==> config.mk <==
export PLATFORM = sky130hd
export DESIGN_NAME = multicycle_ctrl
export DESIGN_NICKNAME = d
export VERILOG_FILES = /design/src/rtl/multicycle_ctrl_pkg.sv /design/src/rtl/mem_wait_timer.sv /design/src/rtl/multicycle_ctrl.sv
export SDC_FILE = /design/constraint.sdc
export NUM_CORES = 1
export LEC_CHECK = 0
export ABC_AREA = 1
export CORE_MARGIN = 1
export CORE_UTILIZATION = 50
export CTS_CLUSTER_SIZE = 8
export DETAILED_ROUTE_END_ITERATION = 16
export PLACE_DENSITY = 0.91
export RECOVER_POWER = 50
export SYNTH_ARGS = -nofsm -noshare
export SYNTH_HDL_FRONTEND = slang
export SYNTH_HIERARCHICAL = 1
export SYNTH_SLANG_ARGS = --single-unit
export TNS_END_PERCENT = 20
==> constraint.sdc <==
create_clock -name clk -period 2.4 [get_ports clk]
set_input_delay 0.48 -clock clk [delete_from_list [all_inputs] [get_ports clk]]
set_output_delay 0.48 -clock clk [all_outputs]
set_load 0.005 [all_outputs]
==> src/rtl/multicycle_ctrl_pkg.sv <==
// Shared types and encodings for the multicycle controller and its wait timer.
package multicycle_ctrl_pkg;

  typedef enum logic [2:0] {
    ST_IDLE   = 3'd0,
    ST_FETCH  = 3'd1,
    ST_DECODE = 3'd2,
    ST_EXEC   = 3'd3,
    ST_MEM    = 3'd4,
    ST_WB     = 3'd5,
    ST_TRAP   = 3'd6
  } state_t;

  localparam logic [3:0] OP_LD  = 4'b0000;
  localparam logic [3:0] OP_ST  = 4'b0001;
  localparam logic [3:0] OP_BEQ = 4'b1011;
  localparam logic [3:0] OP_BNE = 4'b1100;
  localparam logic [3:0] OP_JMP = 4'b1101;

  localparam logic [1:0] ALU_RTYPE = 2'b00;
  localparam logic [1:0] ALU_SUB   = 2'b01;
  localparam logic [1:0] ALU_ADD   = 2'b10;

  localparam logic [1:0] PC_PLUS2  = 2'b00;
  localparam logic [1:0] PC_BRANCH = 2'b01;
  localparam logic [1:0] PC_JUMP   = 2'b10;

  function automatic logic is_rtype(input logic [3:0] op);
    return (op >= 4'd2) && (op <= 4'd9);
  endfunction

  function automatic logic is_illegal(input logic [3:0] op);
    return (op == 4'b1010) || (op == 4'b1110) || (op == 4'b1111);
  endfunction

endpackage

==> src/rtl/mem_wait_timer.sv <==
// Counts cycles a memory access has waited; expired flags the final allowed wait cycle.
module mem_wait_timer
  import multicycle_ctrl_pkg::*;
#(
  parameter int TIMEOUT_CYCLES = 15
) (
  input  logic clk,
  input  logic rst_n,
  input  logic clear,
  input  logic count,
  output logic expired
);

  logic [7:0] cnt;

  always_ff @(posedge clk or negedge rst_n) begin
    if (!rst_n) begin
      cnt <= '0;
    end else if (clear) begin
      cnt <= '0;
    end else if (count) begin
      cnt <= cnt + 8'd1;
    end
  end

  assign expired = (cnt == 8'(TIMEOUT_CYCLES - 1));

endmodule

==> src/rtl/multicycle_ctrl.sv <==
// Multicycle CPU control FSM: fetch/decode/exec/mem/wb sequencing with memory timeout trap.
module multicycle_ctrl
  import multicycle_ctrl_pkg::*;
#(
  parameter int TIMEOUT_CYCLES = 15
) (
  input  logic        clk,
  input  logic        rst_n,
  input  logic        run,
  input  logic [3:0]  opcode,
  input  logic        zero,
  input  logic        mem_ready,
  output logic        mem_req,
  output logic        mem_we,
  output logic        mem_sel_data,
  output logic        ir_write,
  output logic        mdr_write,
  output logic        pc_write,
  output logic        reg_write,
  output logic        mem_to_reg,
  output logic        alu_src,
  output logic [1:0]  pc_src,
  output logic [1:0]  alu_op,
  output logic        fault,
  output logic [2:0]  state,
  output logic [15:0] instr_retired
);

  state_t cur_state, next_state;
  logic   retire;
  logic   timer_clear, timer_count, timer_expired;

  // Any state change zeroes the wait count, so each FETCH/MEM starts fresh.
  assign timer_clear = (next_state != cur_state);
  assign timer_count = mem_req && !mem_ready;

  mem_wait_timer #(.TIMEOUT_CYCLES(TIMEOUT_CYCLES)) u_timer (
    .clk     (clk),
    .rst_n   (rst_n),
    .clear   (timer_clear),
    .count   (timer_count),
    .expired (timer_expired)
  );

  always_ff @(posedge clk or negedge rst_n) begin
    if (!rst_n) begin
      cur_state     <= ST_IDLE;
      instr_retired <= '0;
    end else begin
      cur_state <= next_state;
      if (retire) begin
        instr_retired <= instr_retired + 16'd1;
      end
    end
  end

  always_comb begin
    next_state   = cur_state;
    retire       = 1'b0;
    mem_req      = 1'b0;
    mem_we       = 1'b0;
    mem_sel_data = 1'b0;
    ir_write     = 1'b0;
    mdr_write    = 1'b0;
    pc_write     = 1'b0;
    reg_write    = 1'b0;
    mem_to_reg   = 1'b0;
    alu_src      = 1'b0;
    pc_src       = PC_PLUS2;
    alu_op       = ALU_RTYPE;
    fault        = 1'b0;

    case (cur_state)
      ST_IDLE: begin
        if (run) next_state = ST_FETCH;
      end
      ST_FETCH: begin
        mem_req = 1'b1;
        if (mem_ready) begin
          ir_write   = 1'b1;
          pc_write   = 1'b1;
          next_state = ST_DECODE;
        end else if (timer_expired) begin
          next_state = ST_TRAP;
        end
      end
      ST_DECODE: begin
        next_state = is_illegal(opcode) ? ST_TRAP : ST_EXEC;
      end
      ST_EXEC: begin
        if (opcode == OP_LD || opcode == OP_ST) begin
          alu_op     = ALU_ADD;
          alu_src    = 1'b1;
          next_state = ST_MEM;
        end else if (is_rtype(opcode)) begin
          next_state = ST_WB;
        end else if (opcode == OP_BEQ || opcode == OP_BNE) begin
          alu_op = ALU_SUB;
          retire = 1'b1;
          if ((opcode == OP_BEQ) == zero) begin
            pc_write = 1'b1;
            pc_src   = PC_BRANCH;
          end
        end else if (opcode == OP_JMP) begin
          pc_write = 1'b1;
          pc_src   = PC_JUMP;
          retire   = 1'b1;
        end else begin
          next_state = ST_TRAP;
        end
      end
      ST_MEM: begin
        mem_req      = 1'b1;
        mem_sel_data = 1'b1;
        alu_op       = ALU_ADD;
        alu_src      = 1'b1;
        mem_we       = (opcode == OP_ST);
        if (mem_ready) begin
          if (opcode == OP_ST) begin
            retire = 1'b1;
          end else begin
            mdr_write  = 1'b1;
            next_state = ST_WB;
          end
        end else if (timer_expired) begin
          next_state = ST_TRAP;
        end
      end
      ST_WB: begin
        reg_write  = 1'b1;
        mem_to_reg = (opcode == OP_LD);
        retire     = 1'b1;
      end
      ST_TRAP: begin
        fault = 1'b1;
      end
      default: begin
        next_state = ST_IDLE;
      end
    endcase

    // A retiring instruction hands over to the next fetch only while run is held.
    if (retire) begin
      next_state = run ? ST_FETCH : ST_IDLE;
    end
  end

  assign state = cur_state;

endmodule
Word-level counts from Yosys, hierarchy flattened
Index checks and enable logic that the tools add are counted.
{ "word_totals": {"reg_bits": 27, "input_bits": 9, "word_cells": 85} }
{ "classes": {"add_sub_neg": 2, "magnitude_cmp": 2, "n_eq_ne": 16, "mux": 50, "reduce_logical": 12} }
{ "op_table": {"columns": ["operator", "count"], "rows": [
  ["3-bit two-way mux", 11],
  ["1-bit two-way mux", 26],
  ["4-bit equality test, second input constant", 6],
  ["3-bit one-hot mux with 6 select lines", 1],
  ["16-bit by 1-bit adder with 16-bit output, second input constant", 1],
  ["8-bit two-way mux", 2],
  ["2-bit two-way mux", 6],
  ["3-bit equality test, second input constant", 3],
  ["8-bit by 1-bit adder with 8-bit output, second input constant", 1],
  ["8-bit by 4-bit equality test with 1-bit output, second input constant", 1],
  ["3-bit by 2-bit equality test with 1-bit output, second input constant", 2],
  ["4-bit by 1-bit equality test with 1-bit output, second input constant", 1],
  ["4-bit by 2-bit greater-or-equal comparator with 1-bit output, second input constant", 1],
  ["4-bit less-or-equal comparator, second input constant", 1],
  ["4-bit zero test", 1],
  ["1-bit logical OR", 4],
  ["1-bit one-hot mux with 2 select lines", 2],
  ["2-bit one-hot mux with 2 select lines", 1],
  ["2-bit OR reduction", 2],
  ["3-bit by 1-bit equality test with 1-bit output, second input constant", 1],
  ["3-bit zero test", 1],
  ["3-bit != test", 1],
  ["1-bit one-hot mux with 3 select lines", 1],
  ["1-bit logical AND", 2],
  ["3 further kinds", 3]
]} }

Logic depth before layout (Yosys ltp)
Gate-level depths: netlist of run 1.
{ "depth": {"ltp_word": 9, "depth_mapped": 20, "depth_no_buf": 20} }

By module
The synthesis of run 1 kept the hierarchy.
{ "by_module_without_submodules": {"columns": ["module", "n_inst", "cells_per_inst", "area_each_um2", "seq_area_each_um2"], "rows": [
  ["multicycle_ctrl", 1, 200, 1363.8, 475.5],
  ["mem_wait_timer", 1, 59, 447.9, 200.2]
]} }

Worst setup path before layout of run 1
No wires, ideal clock.
{ "synth_path": {"path_type": "register to register", "startpoint": "register u_timer.cnt[0]", "endpoint": "register u_timer.cnt[7]", "setup_time_ns": 0.117, "arrival_time_ns": 1.995, "t_required_ns": 2.283, "path_slack_ns": 0.288, "path_stages_with_launch": 20, "path_buffers": 0, "period_less_slack_ns": 2.112, "path_cell_list": "dfrtp_1 -> inv_2 -> ha_1 -> nand3_1 -> nor4_1 -> nor2_1 -> nand2_1 -> inv_1 -> nand3_1 -> nand3_1 -> nor2_1 -> nand2_2 -> nand2_1 -> nand3_1 -> nor2_2 -> nor2_4 -> nand3_1 -> nand2_1 -> nand2_1 -> nor2_1"} }
{ "synth_between": {"elab_chain_cells": 7, "word_cells_on_any_way": 11, "cone_classes": "1 x add/sub; 2 x eq/ne; 7 x mux; 1 x reduce/logical"} }
{ "synth_lines": {"columns": ["element", "line", "text"], "rows": [
  ["from (decl)", "mem_wait_timer.sv:14", "logic [7:0] cnt;"],
  ["from (signal assigned)", "mem_wait_timer.sv:22", "cnt <= cnt + 8'd1;"],
  ["8-bit by 4-bit equality test with 1-bit output *", "mem_wait_timer.sv:26", "assign expired = (cnt == 8'(TIMEOUT_CYCLES - 1));"],
  ["via timer_expired", "multicycle_ctrl.sv:31", "logic timer_clear, timer_count, timer_expired;"],
  ["3-bit two-way mux *", "multicycle_ctrl.sv:83, multicycle_ctrl.sv:125", null],
  ["3-bit two-way mux, on equally long branches", "multicycle_ctrl.sv:118, multicycle_ctrl.sv:79", null],
  ["3-bit one-hot mux with 6 select lines *", "multicycle_ctrl.sv:73", "case (cur_state)"],
  ["3-bit two-way mux *", "multicycle_ctrl.sv:143", "if (retire) begin"],
  ["via next_state[0]", "multicycle_ctrl.sv:29", "state_t cur_state, next_state;"],
  ["3-bit != test *", "multicycle_ctrl.sv:34", "assign timer_clear = (next_state != cur_state);"],
  ["via timer_clear", "multicycle_ctrl.sv:31", null],
  ["8-bit two-way mux / 2-bit nonzero test (equally long branches)", null, null]
]} }
Mark *: on every way through the listed nets, which the timed path passes. The rest lies on a longest branch. The select of a mux whose other input is x is not followed.
A chain may end at the register's enable or synchronous reset.

Worst setup path in the final report of run 1
{ "layout_path": {"startpoint": "register cur_state[0], in the netlist state[0]", "endpoint": "output pc_src[0]"} }
{ "layout_between": {"elab_chain_cells": 2} }
{ "layout_lines": {"columns": ["element", "line", "text"], "rows": [
  ["from (decl)", "multicycle_ctrl.sv:29", null],
  ["from (signal assigned)", "multicycle_ctrl.sv:50", "cur_state <= next_state;"],
  ["3-bit by 2-bit equality test with 1-bit output", "multicycle_ctrl.sv:73", null],
  ["2-bit two-way mux", "multicycle_ctrl.sv:73", null],
  ["to (decl)", "multicycle_ctrl.sv:22", "output logic [1:0] pc_src,"]
]} }
No other way between the ends.

==> metrics.cfg, run 1 <==
[timing]
tightestPinTransition_ns=1.43
max_freq_ghz=0.418
setup_tns_ns=0
layout_setup_ws_ns=0.00820
finalCriticalPeriod_ns=2.39
finalHoldViolations=0
slew_headroom_pct=4.76
setup_viol=0
final.setup_skew_ns=0.0180
min_period_over_period_pct=99.7
slew_violations=0
grt_setup_unrepaired=true

[die]
die_x_um=62.2
initial_core_util_pct=53.0
dieArea_um2=3870
core-area_um2=3420
row_count=21
io_pins=42
die_h_um=62.2

[power]
ir_drop_v=0.000544
p_clk_share_pct=8.4
power.density_nw_per_um2=936
leakage_uw=0.00120
seqPwrFrac_pct=31.0
total_power_uw=2360
netSwitchingFraction_pct=44.1
internal_power_uw=1320
combPwrFrac_pct=60.6
power.switching_uw=1040

[worst_setup_path]
cp-end-kind=output pin
cp-start-kind=flip-flop
cp_slowest_cell=clkdlybuf4s50_1
cp_common_cell=nand2_1
crit_chain=nand2_2, nor2_4, nand2_1, a21oi_2, nand2_1, inv_1, clkdlybuf4s50_1
cpPeakStageDelay_ns=0.49
cp.required_ns=1.92
cp.arrival_ns=1.91
worstPathMaxFanout=5
path_class=flip-flop to output pin

[route]
wl_per_cell_um=12.9
drtIter0Drc=119
firstDrtPassIters=4
wirelength_um=4750
vias=1909
antenna_left=0
remaining_drc_errors=0
viasPerCell=5.19

[clocking]
holdBufCountCts=0
cts_tree=yes
cts_root_buf=clkbuf_4
cts_buffer_depth=2
h-tree-depth=1
clk_pin_slew_ns=0.15
clkLatencyLatePin_ns=0.34
cts_buffers=3
cts.sinks=27

[outcome]
status=completed

[synthesis]
syn_area_per_cell_um2=7.00
synthesis.area_um2=1810
synth.top_cells.by_area=dfrtp_1 37%, nand2_1 14%, inv_1 7.5%
yosysMostFrequentCell=nand2_1
ys_seq_area_share_pct=37.3
yosys_warnings=6
synth-edff-count=0
syn_nets=271
synth_area_leader_cell=dfrtp_1
post-synth-top-area-fraction_pct=37.3
ys.flop_type=dfrtp_1
synth_cells=259
async_reset_ff_share_pct=100
synth_cell_types=25
ys_seq_elements=27
synth_common_cells=68 x nand2_1, 36 x inv_1, 27 x dfrtp_1, 27 x nor2_1, 24 x nand3_1

[global_route]
grt_pass1_wl_um=7840
grt_pass1_vias=1843
antenna_found_initial=0
grt_util_all_layers_pct=25.5
grt_max_degree=28
gr-total-overflow=0

[placement]
place.gp.congestion=0.949
pre_cts_slack_ns=-0.281
portBuffers=41
post-dp-hpwl_um=3560

[final_layout]
fillers=252
syn2layout_area_growth_pct=39.4
drive_gt1_share_pct=19.6
diodes=0
nets=335
multi_input_area_um2=1050
regArea_um2=679

[min_path]
hold_class=flip-flop to flip-flop

[run]
maxCapViolations=0

-- power by group through the flow --
stage	combinational [uW]	clock, uW	sequential, uW
2_1_floorplan	691	0	721
3_3_place_gp	1240	0	735
3_5_place_dp	1280	0	740
4_1_cts	1340	206	730
5_1_grt	1570	222	752
6_report	1430	198	733
-- critical path: cells and delay by family, from the launching register on --
kind / cells / cell delay, ns
flops: 1 / 0.45
compound gates: 1 / 0.14
buf+inv: 2 / 0.55
simple gates: 4 / 0.44
-- logic make-up (layout without fill, tap and decap cells) --
group	count (synthesis)	count (layout)	synth area share, %
AOI/OAI and AO/OA	20	20	5.73
DFF	27	27	37.3
xor gates and xnor gates	15	15	7.25
and+or+nand+nor	150	150	37.8
adders and majority gates	3	3	2.07
buffers and inverters	44	107	9.81
-- placed cells by master, fill, tap and decap left out, types with 2 or more instances in the layout --
master,instances
nand3_1,20
nand4_1,7
o21ai_0,7
nor3_1,6
ha_1,2
dfrtp_1,24
inv_2,5
nor2_4,5
clkbuf_4,5
xnor2_1,3
nor2_2,8
clkdlybuf4s50_1,30
dfrtp_2,3
buf_4,17
nand3_2,5
nand2_1,64
nand2_2,7
a21oi_1,6
xor2_1,12
dlygate4sd2_1,5
o21ai_1,3
a21oi_2,2
inv_1,35
nor2_1,24
dlygate4sd3_1,6
-- registers in the layout, indices dropped and copies added (netlist names) --
signal	count
instr_retired	16
u_timer/cnt	8
state	3
-- final timing paths --
| check | cells past startpoint | endpoint | from | slack (ns) |
|---|---|---|---|---|
| max reg2reg | 19 | u_timer/cnt[7] | u_timer/cnt[0] | 0.06 |
| min in group asynchronous | 2 | instr_retired[7] | rst_n | 0.98 |
| min | 1 | instr_retired[0] | instr_retired[0] | 0.53 |
| max in group asynchronous | 2 | state[1] | rst_n | 0.47 |
| min reg2reg | 1 | instr_retired[0] | instr_retired[0] | 0.53 |
| max | 7 | pc_src[0] | state[0] | 0.008 |
-- layer usage --
metal	up-vias	share of wire, %	GRT usage [%]
li1	944	-	-
met1	904	41	31.2
met2	49	53	44.9
met3	12	3.6	4.23
met4	0	2.2	9.30
met5	-	0	0
-- through the flow --
stage               cell area, um^2  cells  utilization (%)  hold WS [ns]
floorplan                      1810    259                -         0.184
global placement               2350    356             68.9         0.506
CTS                            2440    366             71.5         0.501
global route                   2520    368             73.9         0.579
detailed placement             2350    356             68.9         0.515
finish                         2520    368             73.9         0.534
-- cell type report --
class,instances,share of cell area (%)
clock inverters,1,0.198
clock buffers,3,0.892
well taps,46,2.28
inverters,41,6.19
multi-input cells,188,41.5
repair buffers,62,22.0
flip-flops and latches,27,26.9
-- repair_timing --
item / CTS / global route
buffers inserted: 6 / 2
setup endpoints to repair: 13 / 13
endpoints found under the hold margin: 0 / 0
gates resized for setup: 15 / 17
pin swaps: 3 / 8
Power figures use the tool's default switching activity.
==> inputs of run 2 (changes only) <==
--- a/config.mk
+++ b/config.mk
@@ -12,6 +12,7 @@
 export DETAILED_ROUTE_END_ITERATION = 16
 export PLACE_DENSITY = 0.91
 export RECOVER_POWER = 50
+export SKIP_LAST_GASP = 1
 export SYNTH_ARGS = -nofsm -noshare
 export SYNTH_HDL_FRONTEND = slang
 export SYNTH_HIERARCHICAL = 1
==> metrics.cfg, run 2 (synthesis gave the netlist of run 1 again) <==
[power]
combPwrFrac_pct=60.4  ; was 60.6%
power.density_nw_per_um2=931  ; was 936 nW/um^2
power.switching_uw=1030  ; was 1040 uW
p_clk_share_pct=8.3  ; was 8.4%
total_power_uw=2350  ; was 2360 uW
seqPwrFrac_pct=31.3  ; was 31.0%
internal_power_uw=1320  ; about the same
ir_drop_v=0.000521  ; was 0.000544 V
leakage_uw=0.00120  ; about the same
netSwitchingFraction_pct=43.9  ; was 44.1%

[global_route]
antenna_found_initial=0  ; unchanged
grt_pass1_vias=1843  ; unchanged
gr-total-overflow=0  ; unchanged
grt_util_all_layers_pct=25.5  ; unchanged
grt_max_degree=28  ; unchanged
grt_pass1_wl_um=7840  ; unchanged

[die]
row_count=21  ; unchanged
initial_core_util_pct=53.0  ; unchanged
io_pins=42  ; unchanged
core-area_um2=3420  ; unchanged
dieArea_um2=3870  ; unchanged
die_x_um=62.2  ; unchanged
die_h_um=62.2  ; unchanged

[final_layout]
final_cells=368  ; unchanged
utilization_pct=73.8  ; was 73.9%
diodes=0  ; unchanged
nets=335  ; unchanged
drive_gt1_share_pct=19.3  ; was 19.6%
mostFrequentLayoutCells=64 x nand2_1, 35 x inv_1, 31 x clkdlybuf4s50_1  ; was 64 x nand2_1, 35 x inv_1, 30 x clkdlybuf4s50_1
final_common_cell=nand2_1  ; unchanged
largest_reg_flops=16  ; unchanged
top_register=instr_retired  ; unchanged
syn2layout_area_growth_pct=39.1  ; was 39.4%
fillers=251  ; was 252

[worst_setup_path]
r2r_cells=20  ; was 19
crit_path_start=state[0]  ; unchanged
worstPathMaxFanout=5  ; unchanged
cpPeakStageDelay_ns=0.50  ; was 0.49 ns
r2r_end=u_timer/cnt[7]  ; unchanged
r2r_setup_slack_ns=0.06  ; about the same
cp_slowest_cell=clkdlybuf4s50_1  ; unchanged
cp-end-kind=output pin  ; unchanged
cp-start-kind=flip-flop  ; unchanged
r2r_start=u_timer/cnt[0]  ; unchanged
crit_path_end=pc_write  ; was pc_src[0]
cp.arrival_ns=1.94  ; was 1.91 ns
cp.required_ns=1.92  ; about the same
crit_chain=nand2_2, nor2_4, nand2_1, a21oi_2, nand2_1, nand2_1, clkdlybuf4s50_1  ; was nand2_2, nor2_4, nand2_1, a21oi_2, nand2_1, inv_1, clkdlybuf4s50_1
cp_common_cell=nand2_1  ; unchanged
path_class=flip-flop to output pin  ; unchanged

[run]
maxCapViolations=0  ; unchanged

[placement]
portBuffers=41  ; unchanged
place.gp.congestion=0.949  ; unchanged
post-dp-hpwl_um=3560  ; unchanged
place_inst=356  ; unchanged

[clocking]
h-tree-depth=1  ; unchanged
clkLatencyLatePin_ns=0.33  ; was 0.34 ns
cts_buffer_depth=2  ; unchanged
cts_tree=yes  ; unchanged
holdBufCountCts=0  ; unchanged
cts_buffers=3  ; unchanged
cts_root_buf=clkbuf_4  ; unchanged
cts.sinks=27  ; unchanged
clk_pin_slew_ns=0.15  ; about the same

[route]
viasPerCell=5.23  ; was 5.19
vias=1923  ; was 1909
wirelength_um=4720  ; was 4750 um
firstDrtPassIters=4  ; unchanged
antenna_left=0  ; unchanged
remaining_drc_errors=0  ; unchanged
wl_per_cell_um=12.8  ; was 12.9 um
drtIter0Drc=119  ; unchanged

[timing]
slew_violations=0  ; unchanged
grt_setup_unrepaired=true  ; unchanged
setup_tns_ns=-0.0221  ; was 0 ns
slew_headroom_pct=5.32  ; was 4.76%
layout_setup_ws_ns=-0.0185  ; was 0.00820 ns
finalCriticalPeriod_ns=2.42  ; was 2.39 ns
worst_hold_slack_ns=0.534  ; about the same
final.setup_skew_ns=0.0200  ; was 0.0180 ns
max_freq_ghz=0.413  ; was 0.418 GHz
finalHoldViolations=0  ; unchanged
tightestPinTransition_ns=1.42  ; was 1.43 ns
setup_viol=2  ; was 0
min_period_over_period_pct=101  ; was 99.7%

[min_path]
min_from=instr_retired[0]  ; unchanged
hold_class=flip-flop to flip-flop  ; unchanged

[outcome]
violations=setup timing
status=finished with violations  ; was completed

==> run 2: changes by cell type in the layout (fill, tap and decap cells not counted), sizes merged <==
cell,delta
clkdlybuf4s50,+1
buf,+1
clkbuf,-1
dlygate4sd2,-1
==> run 2: layout make-up <==
class | count | area (um^2) | share of cell area, %
multi-input combinational | 188 | 1040 | 41.5
sequential | 27 | 679 | 27.0
timing repair buffer | 62 | 557 | 22.1
inverter | 41 | 154 | 6.11
tap | 46 | 57.6 | 2.28
clock buffer | 3 | 22.5 | 0.894
clock inverter | 1 | 5.00 | 0.199
==> run 2: through the flow <==
stage / cell area, um^2 / setup WS [ns]
2_1_floorplan: 1810 / 0.288
3_3_place_gp: 2350 / -0.172
3_5_place_dp: 2350 / -0.281
4_1_cts: 2440 / -0.00409
5_1_grt: 2520 / -0.151
6_report: 2520 / -0.0185
==> run 2: layer usage <==
| layer | GRT usage [%] | wire, um |
|---|---|---|
| met1 | 31.2 | 1940 |
| met2 | 44.9 | 2520 |
| met3 | 4.23 | 180 |
| met4 | 9.30 | 78 |
| met5 | 0 | 0 |
==> run 2: power by group through the flow <==
stage	sequential [uW]	clock [uW]	combinational, uW
2_1_floorplan	721	0	691
3_3_place_gp	735	0	1240
3_5_place_dp	740	0	1280
4_1_cts	730	206	1340
5_1_grt	754	222	1570
6_report	735	195	1420
==> run 2: repair_timing <==
| item | 4_1_cts | 5_1_grt |
|---|---|---|
| setup endpoints to repair | 13 | 14 |
| resized for setup | 14 | 14 |
| buffers inserted | 6 | 2 |
| pin swaps | 3 | 7 |
| endpoints found under the hold margin | 0 | 0 |
| cloned | 0 | 0 |
==> run 2: worst min-delay path by stage <==
stage	to	slack [ns]	depth (start not counted)
6_report	instr_retired[0]	0.53	1
5_1_grt	instr_retired[8]	0.58	1
3_3_place_gp	u_timer/cnt[4]	0.51	1
4_1_cts	instr_retired[7]	0.50	2
3_5_place_dp	instr_retired[0]	0.51	1
2_1_floorplan	instr_retired[0]	0.18	0
==> run 2: critical path, delay by kind of cell, from the launching register on <==
family / cells / cell delay [ns]
compound gates: 1 / 0.14
buf+inv: 1 / 0.50
simple gates: 5 / 0.51
flops: 1 / 0.45
==> RTL change 1 (config.mk and constraints of run 2) <==
Make the reset (`rst_n`) synchronous in 2 clocked blocks.
--- a/src/rtl/mem_wait_timer.sv
+++ b/src/rtl/mem_wait_timer.sv
@@ -14,5 +14,5 @@
   logic [7:0] cnt;
 
-  always_ff @(posedge clk or negedge rst_n) begin
+  always_ff @(posedge clk) begin
     if (!rst_n) begin
       cnt <= '0;
--- a/src/rtl/multicycle_ctrl.sv
+++ b/src/rtl/multicycle_ctrl.sv
@@ -43,5 +43,5 @@
   );
 
-  always_ff @(posedge clk or negedge rst_n) begin
+  always_ff @(posedge clk) begin
     if (!rst_n) begin
       cur_state     <= ST_IDLE;
Check against the original RTL: differs if rst_n is asserted again (counterexample within 4 cycles, from zero or initial values and one cycle with rst_n low); with rst_n held inactive, the same outputs for 10 cycles.
==> RTL change 1 against run 2 <==
  * Via count rose by 3.6%
  * Sequential cell count did not move
  * Final area is 0.74% lower
  * Wire length stayed put
  * Sequential share of layout area fell by 5.3 points
  * Worst hold slack lost 0.032 ns
  * Setup slack better by 0.12 ns
  * Area after synthesis grew 2.5%
  * Count of clock-buffer cells in the layout rose by 1
  * Largest cell class unchanged
  * Highest routed layer unchanged
Power is not compared: it rests on default switching activity, and its combinational part moved more than twofold at a synthesized area within 25%.
==> RTL change 1: results (changes against run 2) <==
* Outcome: finished clean
* Max reg flops at 16 (unchanged)
* Seq/Total Area, Yosys at 0.291 (-0.0818)
* Top reg by flops: instr_retired
* CTS root buf: clkbuf_8
* Post-Synth Adder-Cell Area at 0.0202 (-0.000503)
* Post-Syn Nets at 294 (+8.5%)
* Setup Skew at 0.00416 ns (-0.0159 ns)
* Clock transition at path regs at 0.09 ns (-0.06 ns)
* Synth warn at 6 (unchanged)
* Largest net degree at the start of global routing at 18 (-36%)
* Placed cell areas at 2410 um^2 (+2.4%)
* Vias/cell at 5.11 (-2.3%)
* WL/cell at 12.1 um (-5.6%)
* Cell count after placement at 382 (+7.3%)
* Layout cells sized above 1 at 0.209 (+0.0168)
* Max-cap violation count at 0 (unchanged)
* Post-synth ARST share at 0 (-1.00)
* Min-delay worst type: flop to flop
* Commonest cells post-synth: 77 x nand2_1, 36 x nor2_1, 27 x dfxtp_1, 26 x inv_1, 21 x nand3_1
* CTS H-Tree Depth at 1 (unchanged)
* VDD IR max at 452 uV
* P_leak at 1.05 nW
* Worst path max stage delay at 0.49 ns
* Synth Area in XOR/XNOR at 0.0425 (-0.0301)
* Post-synth cell types at 32 (+28%)
* Iter 0 DRT Violations at 84 (-29%)
* Critical Path Fanout Max at 7 (+2)
* Synth top area cells: dfxtp_1 29%, nand2_1 16%, nor2_1 7.3%
* Final Non-Filler Cells at 390 (+6.0%)
* Clock tree buffer depth at 2 (unchanged)
* Top delay family on crit path: buffers and inverters
* Vias in the first global route at 1906 (+3.4%)
* Antenna Cells at 0 (unchanged)
* First-pass GRT wire length at 8.02 mm (+2.3%)
* Number of port buffers at 41 (unchanged)
* Pre-antenna DRT Iters at 4 (unchanged)
* Main synth FF type: dfxtp_1
* Placer Congestion at 0.906 (-4.5%)
* Crit path max-delay cell type: clkdlybuf4s50_1
* Final Setup Violations at 0 (-2)
* Syn avg cell area at 6.58 um^2 (-5.9%)
* Overall routing resource usage at 0.252 (-0.00321)
* Largest family of logic cells by synthesized area: simple AND/OR/NAND/NOR gates
* Post-layout net count at 357 (+6.6%)
* Mux cell area share after synthesis at 0 (unchanged)
* Slew HR at 0.730 (+0.677)
* TritonCTS Buffers at 3 (unchanged)
* Compound-Gate Fraction of Synth Area at 0.0977 (+0.0404)
* Arrival time worst endpoint at 1.82 ns (-0.12 ns)
* Post-DP HPWL at 3.56 mm (about the same)
* Worst skew pair latency at 0.28 ns (-0.05 ns)
* Antenna violations before repair at 0 (unchanged)
[RTL change 1: changes by cell type in the layout (fill, tap and decap cells not counted), moves of 6 or more]
cell	run 2	this run
a21oi_1	7	18
clkdlybuf4s50_1	31	20
dfrtp_1	24	0
dfxtp_1	0	26
dlygate4sd3_1	6	16
inv_1	35	25
nand2_1	64	73
nor2_1	24	33
xor2_1	12	6
[RTL change 1: logic make-up after synthesis]
kind of cell	Yosys count
adders and majority gates	3
and+or+nand+nor	174
DFF	27
xor gates and xnor gates	9
AOI/OAI and AO/OA	32
buffers and inverters	37
[RTL change 1: timing repair]
item,in CTS,in global routing
pin swaps,4,5
gates cloned,0,0
gates resized for setup,5,21
buffers inserted,4,0
endpoints found under the setup margin,8,12
hold buffers,0,0
[RTL change 1: path summary, 6_finish.rpt]
kind                            slack (ns)  depth (start not counted)                to             start
worst max-delay path                   0.1                          6          pc_write          state[2]
worst min-delay path                  0.50                          2  instr_retired[1]  instr_retired[1]
worst max register to register        0.27                         17    u_timer/cnt[2]    u_timer/cnt[0]
worst min register to register        0.50                          2  instr_retired[1]  instr_retired[1]
[RTL change 1: worst min-delay path, cell delays in order, from the launching register on]
cell,delay (ns)
dfxtp_1,0.34
nand2_1,0.07
a21oi_1,0.05
[RTL change 1: report_power, final]
group / internal (mW) / switching (mW) / leakage (nW)
clock network: 0.119 / 0.144 / 0.0228
logic: 0.139 / 0.173 / 0.807
registers: 0.460 / 0.0234 / 0.218
[RTL change 1: through the flow]
step                      hold WS (ns)  worst slack, ns
after floorplan                  0.458            0.472
after global placement           0.476           -0.145
after detailed placement         0.492           -0.209
after CTS                        0.505           0.0622
after global routing             0.529          -0.0173
final                            0.501           0.0974
[RTL change 1: cell type report]
cell class                      instances  area [um^2]
Clock buffer                            4         45.0
Fill cell                             268          941
Inverter                               33          124
Multi-Input combinational cell        218         1170
Sequential cell                        27          542
Tap cell                               46         57.6
Timing Repair Buffer                   62          559
[RTL change 1: routing by layer]
layer,GRT usage,share of wire,vias up
li1,-,-,1022
met1,0.280,0.42,904
met2,0.458,0.52,57
met3,0.0310,0.038,9
met4,0.134,0.019,0
met5,0,0,-
==> RTL change 2 (settings of run 2) <==
Made on the original files. `TIMEOUT_CYCLES` is set to 15 in 2 places; all go to 8.
--- a/src/rtl/mem_wait_timer.sv
+++ b/src/rtl/mem_wait_timer.sv
@@ -3,5 +3,5 @@
   import multicycle_ctrl_pkg::*;
 #(
-  parameter int TIMEOUT_CYCLES = 15
+  parameter int TIMEOUT_CYCLES = 8
 ) (
   input  logic clk,
--- a/src/rtl/multicycle_ctrl.sv
+++ b/src/rtl/multicycle_ctrl.sv
@@ -3,5 +3,5 @@
   import multicycle_ctrl_pkg::*;
 #(
-  parameter int TIMEOUT_CYCLES = 15
+  parameter int TIMEOUT_CYCLES = 8
 ) (
   input  logic        clk,
Check against the original RTL: not equivalent (Yosys sat finds a counterexample within 10 cycles, from zero or initial values and one cycle with rst_n low).
==> RTL change 2 against run 2 <==
  * The flow still finishes with violations (setup timing)
  * Area after synthesis up 1.1%
  * Register-to-register slack worse by 0.10 ns
  * Die area up 1.1%
  * Wire length up 12%
  * Setup slack worse by 0.15 ns
  * Sequential share of layout area down 1.2 points
  * Total power up 8.0%
  * Sequential cell count unchanged
  * Maximum frequency down 5.7%
  * Final area up 4.4%
==> RTL change 2: results (changes against run 2) <==
* Met2 WL at 2.64 mm (+4.6%)
* Synth top area cells: dfrtp_1 37%, nand2_1 13%, inv_1 8.0%
* Final Non-Filler Cells at 380 (+3.3%)
* Syn avg cell area at 7.05 um^2 (+0.72%)
* First-pass GRT wire length at 7.37 mm (-6.0%)
* Failing checks: setup timing
* Post-CTS Setup Bufs at 2 (-4)
* Pre-antenna DRT Iters at 6 (+2)
* Worst-margin pin slew at 1.40 ns (-0.0242 ns)
* Iter 0 DRT Violations at 189 (+59%)
* Cell count after placement at 361 (+1.4%)
* Non-CTS buffers at 73 (+18%)
* Hold Worst Slack at 0.533 ns (-0.00109 ns)
* VDD IR max at 669 uV (+28%)
* Filler Cell Count at 224 (-11%)
* Sequential cell area share at 0.258 (-0.0118)
* Final Setup Violations at 10 (+8)
* Reg2Reg Launch Point: u_timer/cnt[1]
* Met1 WL at 2.19 mm (+13%)
* Non-CTS inverters at 42 (+2.4%)
* Synthesis-to-layout area growth at 43.6%
* Non-clock buffer share of cell area at 0.245 (+0.0236)
* M2 GR Usage at 0.374 (-0.0755)
* Outcome: complete, but fails checks
* Placed cell areas at 2400 um^2 (+2.1%)
* Setup Skew at 0.00586 ns (-0.0142 ns)
* Post-DP HPWL at 3.37 mm (-5.2%)
* Met3 Use GR at 0.0347 (-0.00761)
* Global routing usage on met1 at 0.323 (+0.0112)
* Worst slack, placed at -0.238 ns (+0.0426 ns)
* Final setup margin at -0.164 ns (-0.146 ns)
* # resized after CTS at 8 (-6)
* Top delay family on crit path: buffers and inverters
* Layout cells sized above 1 at 0.231 (+0.0380)
* CP Launch Point: state[1]
* Total negative setup slack at -0.497 ns (-0.475 ns)
* # clk buffers at 4 (+1)
* Vias in the first global route at 1671 (-9.3%)
* Crit path to: mdr_write
* P_leak at 1.29 nW (+7.7%)
* Clock network area share at 0.00999 (-0.000933)
==> RTL change 2: cell types whose count changed in the layout (fill, tap and decap cells not counted), sizes merged, moves of 2 or more <==
cell,change
dlygate4sd3,+4
nand2,-3
nand3,+2
buf,+13
clkdlybuf4s50,-6
dlymetal6s2s,+2
==> RTL change 2: cells by family (layout without fill, tap and decap cells) <==
| logic type | after synthesis | after routing | synth area share |
|---|---|---|---|
| AO/OA/AOI/OAI | 19 | 19 | 0.0540 |
| buffers and inverters | 45 | 119 | 0.0990 |
| AND/OR/NAND/NOR | 151 | 151 | 0.388 |
| flip-flops | 27 | 27 | 0.369 |
| XOR/XNOR | 16 | 16 | 0.0765 |
| adder cells (fa/ha/maj) | 2 | 2 | 0.0137 |
==> RTL change 2: report_power, final <==
group | total (mW) | switching, mW | internal (mW)
combinational | 1.61 | 0.860 | 0.749
clock | 0.194 | 0.129 | 0.0652
sequential | 0.729 | 0.148 | 0.581
total | 2.53 | 1.14 | 1.40
